File: src/rtl/rotate_cmd_queue.sv
// rotate_cmd_queue -- buffered command front-end for an external N-bit barrel
// rotator. Commands {data, amount, direction} are queued in a DEPTH-entry
// FIFO. The FIFO head drives the rotator combinationally, and the rotator
// result is captured into a registered output stage. The rotator therefore
// sits between two registered boundaries.
//
// Ports:
//   clk, rst          clock (rising edge); asynchronous active-high reset
//   flush             synchronous clear of the FIFO and the output valid
//   in_valid/ready    command handshake; in_data, in_amt, in_dir
//   rot_data_in/amt/dir  FIFO head, driven to the rotator
//   rot_data_out      rotator result
//   out_valid/ready   result handshake; out_data, out_dir
//   count             FIFO occupancy (the output stage is not included)
module rotate_cmd_queue #(
  parameter int N     = 8,
  parameter int DEPTH = 4
) (
  input  logic                       clk,
  input  logic                       rst,
  input  logic                       flush,
  input  logic                       in_valid,
  output logic                       in_ready,
  input  logic [N-1:0]               in_data,
  input  logic [$clog2(N)-1:0]       in_amt,
  input  logic                       in_dir,
  output logic [N-1:0]               rot_data_in,
  output logic [$clog2(N)-1:0]       rot_amt,
  output logic                       rot_dir,
  input  logic [N-1:0]               rot_data_out,
  output logic                       out_valid,
  input  logic                       out_ready,
  output logic [N-1:0]               out_data,
  output logic                       out_dir,
  output logic [$clog2(DEPTH+1)-1:0] count
);

  localparam int AW = $clog2(N);
  localparam int PW = $clog2(DEPTH);
  localparam int CW = $clog2(DEPTH+1);
  localparam logic [CW-1:0] DEPTH_C = CW'(DEPTH);

  logic [N-1:0]  r_data [DEPTH];
  logic [AW-1:0] r_amt  [DEPTH];
  logic          r_dir  [DEPTH];
  logic [PW-1:0] r_wptr, r_rptr;
  logic [CW-1:0] r_count;
  logic          r_out_valid;
  logic [N-1:0]  r_out_data;
  logic          r_out_dir;

  logic w_push, w_load, w_in_ready;

  // Ready depends only on registered occupancy: a pop in the same cycle does
  // not open a slot for a push until the next cycle.
  assign w_in_ready = (r_count < DEPTH_C);
  assign w_push     = in_valid && w_in_ready;
  assign w_load     = (r_count != '0) && (!r_out_valid || out_ready);

  assign rot_data_in = r_data[r_rptr];
  assign rot_amt     = r_amt[r_rptr];
  assign rot_dir     = r_dir[r_rptr];

  always_ff @(posedge clk or posedge rst) begin
    if (rst) begin
      for (int i = 0; i < DEPTH; i++) begin
        r_data[i] <= '0;
        r_amt[i]  <= '0;
        r_dir[i]  <= 1'b0;
      end
      r_wptr      <= '0;
      r_rptr      <= '0;
      r_count     <= '0;
      r_out_valid <= 1'b0;
      r_out_data  <= '0;
      r_out_dir   <= 1'b0;
    end else if (flush) begin
      // Storage and the last result are left intact; only the bookkeeping
      // and the valid flag are cleared.
      r_wptr      <= '0;
      r_rptr      <= '0;
      r_count     <= '0;
      r_out_valid <= 1'b0;
    end else begin
      if (w_push) begin
        r_data[r_wptr] <= in_data;
        r_amt[r_wptr]  <= in_amt;
        r_dir[r_wptr]  <= in_dir;
        r_wptr         <= r_wptr + PW'(1);
      end
      if (w_load) begin
        r_out_data  <= rot_data_out;
        r_out_dir   <= rot_dir;
        r_out_valid <= 1'b1;
        r_rptr      <= r_rptr + PW'(1);
      end else if (r_out_valid && out_ready) begin
        r_out_valid <= 1'b0;
      end
      case ({w_push, w_load})
        2'b10:   r_count <= r_count + CW'(1);
        2'b01:   r_count <= r_count - CW'(1);
        default: r_count <= r_count;
      endcase
    end
  end

  assign in_ready  = w_in_ready;
  assign out_valid = r_out_valid;
  assign out_data  = r_out_data;
  assign out_dir   = r_out_dir;
  assign count     = r_count;

endmodule
File: config.mk
export PLATFORM = sky130hd
export DESIGN_NAME = rotate_cmd_queue
export DESIGN_NICKNAME = d
export VERILOG_FILES = /design/src/rtl/rotate_cmd_queue.sv
export SDC_FILE = /design/constraint.sdc
export NUM_CORES = 1
export LEC_CHECK = 0
export CAP_MARGIN = 0
export CORE_UTILIZATION = 40
export DETAILED_ROUTE_END_ITERATION = 8
export MAX_ROUTING_LAYER = met4
export PLACE_DENSITY = 0.62
export SYNTH_ARGS = -nofsm -noshare
export SYNTH_HDL_FRONTEND = slang
export SYNTH_SLANG_ARGS = --single-unit
File: constraint.sdc
create_clock -name clk -period 5.8 [get_ports clk]
set_input_delay 1.16 -clock clk [delete_from_list [all_inputs] [get_ports clk]]
set_output_delay 1.16 -clock clk [all_outputs]
set_load 0.01 [all_outputs]
# Word level (Yosys, flattened, before mapping)
# Index checks and enable logic that the tools add are counted.
# classes
mux	27
order_cmp	4
reduce_logical	13
bitwise	3
eq_ne	2
add_sub_neg	4
# ops
operator	count
bitwise mux 32 bit	1
2-to-1 mux 8 bit	3
binary-select mux 8 bit (select 2 bit)	1
demux 8 bit (select 2 bit)	1
bitwise mux 12 bit	1
2-to-1 mux 3 bit	4
nonzero test 3 bit	3
2-to-1 mux 2 bit	4
binary-select mux 3 bit (select 2 bit)	1
demux 3 bit (select 2 bit)	1
>= comparator 3 bit, second input constant	2
2-to-1 mux 1 bit	6
NOT 2 -> 3 bit	2
case mux 3 bit (2 select lines)	1
adder 2 x 1 -> 2 bit, second input constant	2
bitwise mux 4 bit	1
logical AND 1 bit	4
AND reduction 2 bit	2
nonzero test 2 bit	2
adder 3 x 1 -> 3 bit, second input constant	1
< comparator 3 x 1 -> 1 bit, second input constant	1
< comparator 3 bit, second input constant	1
subtractor 3 x 1 -> 3 bit, second input constant	1
binary-select mux 1 bit (select 2 bit)	1
6 further kinds	6
# word_totals
input_bits	25
out_inout_bits	26
regBits	65

# Depth between registers and ports, before layout
# logic_depth
ltp_word	6
mapped_depth	5

# Worst setup path after synthesis
# OpenSTA, ideal clock, no wires.
# synth_path
path_type	input -> register
from	input port out_ready
to	register r_count[2] (netlist: count[2])
stages	5
path_slack_ps	3157
required_time_ps	5718
setup_time_ps	82
arrival_ps	2561
path_cell_list	and2b_1 > a21oi_1 > fa_1 > or4_1 > a31oi_1
# synth_between
elab_chain_len	5
word_cells_on_any_way	7
cone_classes	2 x eq/ne; 2 x mux; 3 x reduce/logical
# synth_rtl
item	line	source
start: declaration	32	input logic out_ready,
logical OR 1 bit (*)	58	assign w_load = (r_count != '0) && (!r_out_valid || out_ready);
logical AND 1 bit (*)	58	
equality test 2 x 1 -> 1 bit or equality test 2 bit (tied branches)	99	case ({w_push, w_load})
case mux 3 bit (2 select lines)	99	
2-to-1 mux 3 bit	77	end else if (flush) begin
end signal: assignment	100	2'b10: r_count <= r_count + CW'(1);
end signal: assignment	101	2'b01: r_count <= r_count - CW'(1);
end signal: assignment	102	default: r_count <= r_count;
end: declaration	47	logic [CW-1:0] r_count;
# Every way passes the cells marked *; elsewhere a longest branch is shown, timed or not.
# A chain may end at the register's enable or synchronous reset.

# Worst setup path after layout
# layout_path
from	register r_rptr[0]
to	output port rot_dir
# layout_between
elab_chain_len	4
# layout_rtl
item	line	source
start: declaration	46	logic [PW-1:0] r_wptr, r_rptr;
start signal: assignment	95	r_rptr <= r_rptr + PW'(1);
NOT 2 -> 3 bit (not written as such)	62	assign rot_dir = r_dir[r_rptr];
binary-select mux 1 bit (select 2 bit)	62	
2-to-1 mux 1 bit (not written as such) (2 in a row)	62	
end: declaration	29	output logic rot_dir,
# No other way between the ends. The select of a mux whose other input is x is not followed.

==> run summary <==
The run finished with clean final reports. 51 I/O pins were placed. The starting utilization of the core area is 42.4%. STA classifies the critical path startpoint as a flip-flop. The total iterations of the first detailed-routing run is 4. The critical path class is reg2out. The congestion estimate from routability-driven global placement came to 0.724. The deepest level of the CTS H-tree came out at 3.

The number of nets in the synthesized netlist came out at 216. The final layout contains 270 nets. The slowest stage of the critical path is the sky130_fd_sc_hd__dfrtp_1 cell. The combined flip-flop and latch cell area is 1630 um2. The first-pass GRT wire length is 9200 um.

The root buffer cell chosen for the clock tree is sky130_fd_sc_hd__clkbuf_8. The repair_antennas step left the layout with diodes totalling 0. The number of enable flip-flop cells after synthesis came out at 0.

The worst slew slack as a fraction of its limit came out at 41.0%. The via count is 1,690. After synthesis the cells add up to 2950 um2.

The highest clock rate is 0.283 GHz. For this run, the number of standard cells in the final layout without fillers is 338. The routed design has 5460 um of wire.

In this run, CTS created clock tree buffers numbering 9. The count of distinct cell types in the synthesized netlist is 28. The wire length per cell after detailed routing is 16.2 um. The count of final hold-check violations came out at 0.

The max-cap violation count is 0. The utilization of the core after routing came out at 52.6%. The signal arrival time at the worst endpoint came out at 2.37 ns. The number of standard-cell rows in the floorplan is 30. Setup violations remaining at the end of the flow were counted as 0.

The prevailing post-synth register cell is sky130_fd_sc_hd__dfrtp_1. The maximum fanout along the worst path came out at 14. The synthesis-to-finish area growth is 23.9%. The worst ir drop on vdd is 0.000302 V. The async set-reset flop share out of synthesis is 100%. The sum of overflow across all layers after global routing is 0. The minimum clock period after layout is 3.53 ns.

The clock-pin slew on the worst setup and hold paths came out at 0.06 ns. The detail route stage leaves a number of antenna-violating nets equal to 0. In this run the power density over the cells is 511 nW/um2. Ranked by total cell area, the synthesized netlist is headed by sky130_fd_sc_hd__dfrtp_1, sky130_fd_sc_hd__mux2_2, sky130_fd_sc_hd__mux4_2.

The number of slew-limit violations in the final report is 0. The post-DP HPWL came out at 3560 um. Yosys instantiated no cell more often than sky130_fd_sc_hd__dfrtp_1. The commonest cells after synthesis are sky130_fd_sc_hd__dfrtp_1, sky130_fd_sc_hd__mux2_2, sky130_fd_sc_hd__mux4_2.

The detailed router finished its first iteration with 34 violations. The count of input and output buffers came out at 50. The x dimension of the die came out at 87.8 um. The number of global-route vias before repair came out at 1,857. No sink is reached through more buffers than the 2 on the longest clock path. The initial antenna violation count is 0. The number of filler instances in the final layout is 609. The detailed-route vias per instance is 5.00. The largest net degree at the start of global routing came out at 66. The share of the synthesized area in the top cell type came out at 55.2%. TritonCTS built the clock tree.

The clock insertion delay at the later pin of the skew report is 0.32 ns. Clock skew on the completed layout was measured at 0.00597 ns. During synthesis, Yosys emitted a total of 0 warnings. The period utilization came out at 60.9%.

The endpoint type of the worst setup path is an output port. The number of remaining DRC errors came out at 0. The largest total area in the synthesized netlist belongs to sky130_fd_sc_hd__dfrtp_1. The endpoint required time on the critical path came out at 4.64 ns. The mean instance size in the synthesized netlist is 15.8 um2. The largest stage delay on the critical path is 0.92 ns. The final-layout setup total negative slack came out at 0 ns. The slew at the pin closest to its max-slew limit came out at 0.884 ns. The worst slack on hold paths came out at 0.502 ns. The footprint of the multi-input gates is 1230 um2. Setup repair after global routing left no endpoint under its margin. The proportion of synthesized chip area in sequential cells is 55.2%. The tightest min-delay check is of the reg2reg type. The post-cts resize count is 0. Power comes to 1.87 mW. The post-synthesis sequential element count came out at 65. The standard cell core area is 6940 um2. The total global-route track usage is 16.9%. The tree built by TritonCTS fans out to 65 sinks. The die outline area is 7710 um2. The hold-fix buffer count after cts came out at 0. The kind of cell with the highest combined delay on the critical path is flip-flops. The gate count of the mapped netlist is 186. The number of placed instances with taps included is 325.

In this run the vertical extent of the chip is 87.8 um. The buffers inserted during post-CTS setup optimization is 0. Cells with a size suffix above 1 make up 37.2% of the layout. The number of buffers and inverters on the critical path came out at 1. The total leakage power came out at 1.54 nW.

The critical path goes through mux4_2 -> clkdlybuf4s50_1.
==> stage by stage <==
| stage | area, um2 | setup WS (ns) |
|---|---|---|
| global route | 3650 | 2.12 |
| CTS | 3650 | 2.18 |
| floorplan | 2950 | 3.01 |
| finish | 3650 | 2.27 |
| global placement | 3500 | 2.57 |
| detailed placement | 3500 | 2.55 |
==> power breakdown <==
part	internal [mW]	switching, mW
combinational	0.508	0.259
clock	0.159	0.148
sequential	0.655	0.137
total	1.32	0.544
==> final timing paths <==
| path | startpoint | to | slack (ns) | cells past startpoint |
|---|---|---|---|---|
| setup / recovery | r_rptr[0] | rot_dir | 2.27 | 2 |
| hold / removal | r_data[15] | r_data[15] | 0.50 | 1 |
| setup reg to reg | count[0] | count[2] | 3.86 | 5 |
| hold reg to reg | r_data[15] | r_data[15] | 0.50 | 1 |
| max in group asynchronous | rst | r_data[23] | 3.85 | 3 |
| min in group asynchronous | rst | out_data[4] | 1.37 | 3 |
==> kinds of logic (layout without fill, tap and decap cells) <==
kind of cell,after synthesis,in the layout,share of synthesized area [%]
AO/OA/AOI/OAI,7,7,1.44
XOR/XNOR,3,3,0.892
adder cells (fa/ha/maj),5,5,2.38
buffers and inverters,12,68,3.01
flip-flops,65,65,55.2
multiplexers,72,72,32.0
AND/OR/NAND/NOR,22,22,5.05
==> layout by cell type, fill, tap and decap left out, types with 2 or more instances in the layout <==
| master | instances |
|---|---|
| sky130_fd_sc_hd__ha_1 | 4 |
| sky130_fd_sc_hd__clkbuf_1 | 2 |
| sky130_fd_sc_hd__inv_1 | 3 |
| sky130_fd_sc_hd__clkbuf_8 | 10 |
| sky130_fd_sc_hd__a21oi_1 | 2 |
| sky130_fd_sc_hd__clkdlybuf4s50_1 | 50 |
| sky130_fd_sc_hd__and2_4 | 4 |
| sky130_fd_sc_hd__mux2i_1 | 2 |
| sky130_fd_sc_hd__mux4_2 | 12 |
| sky130_fd_sc_hd__dfrtp_1 | 65 |
| sky130_fd_sc_hd__mux2_2 | 58 |
| sky130_fd_sc_hd__xnor2_1 | 2 |
| sky130_fd_sc_hd__o21ai_0 | 2 |
| sky130_fd_sc_hd__nor2_1 | 7 |
| sky130_fd_sc_hd__nand2b_1 | 3 |
==> flip-flops by register name, indices dropped and copies added (netlist names) <==
signal	flops
r_data	32
r_amt	12
out_data	8
r_dir	4
count	3
r_rptr	2
r_wptr	2
out_dir	1
out_valid	1
==> metal layers <==
metal	routed length, um	vias to the layer above	global-route usage [%]
met2	2670	35	26.6
met1	2520	866	20.7
met3	201	5	5.18
li1	-	784	-
met5	0	-	-
met4	68	0	5.81
==> final cells by class <==
type	count	share of cell area (%)
clock buffer	12	3.98
clock inverter	1	0.137
inverter	4	0.411
multi-input combinational	109	33.7
sequential	65	44.6
tap	96	3.29
timing repair buffer	51	13.9
(Power assumes the default switching activity.)
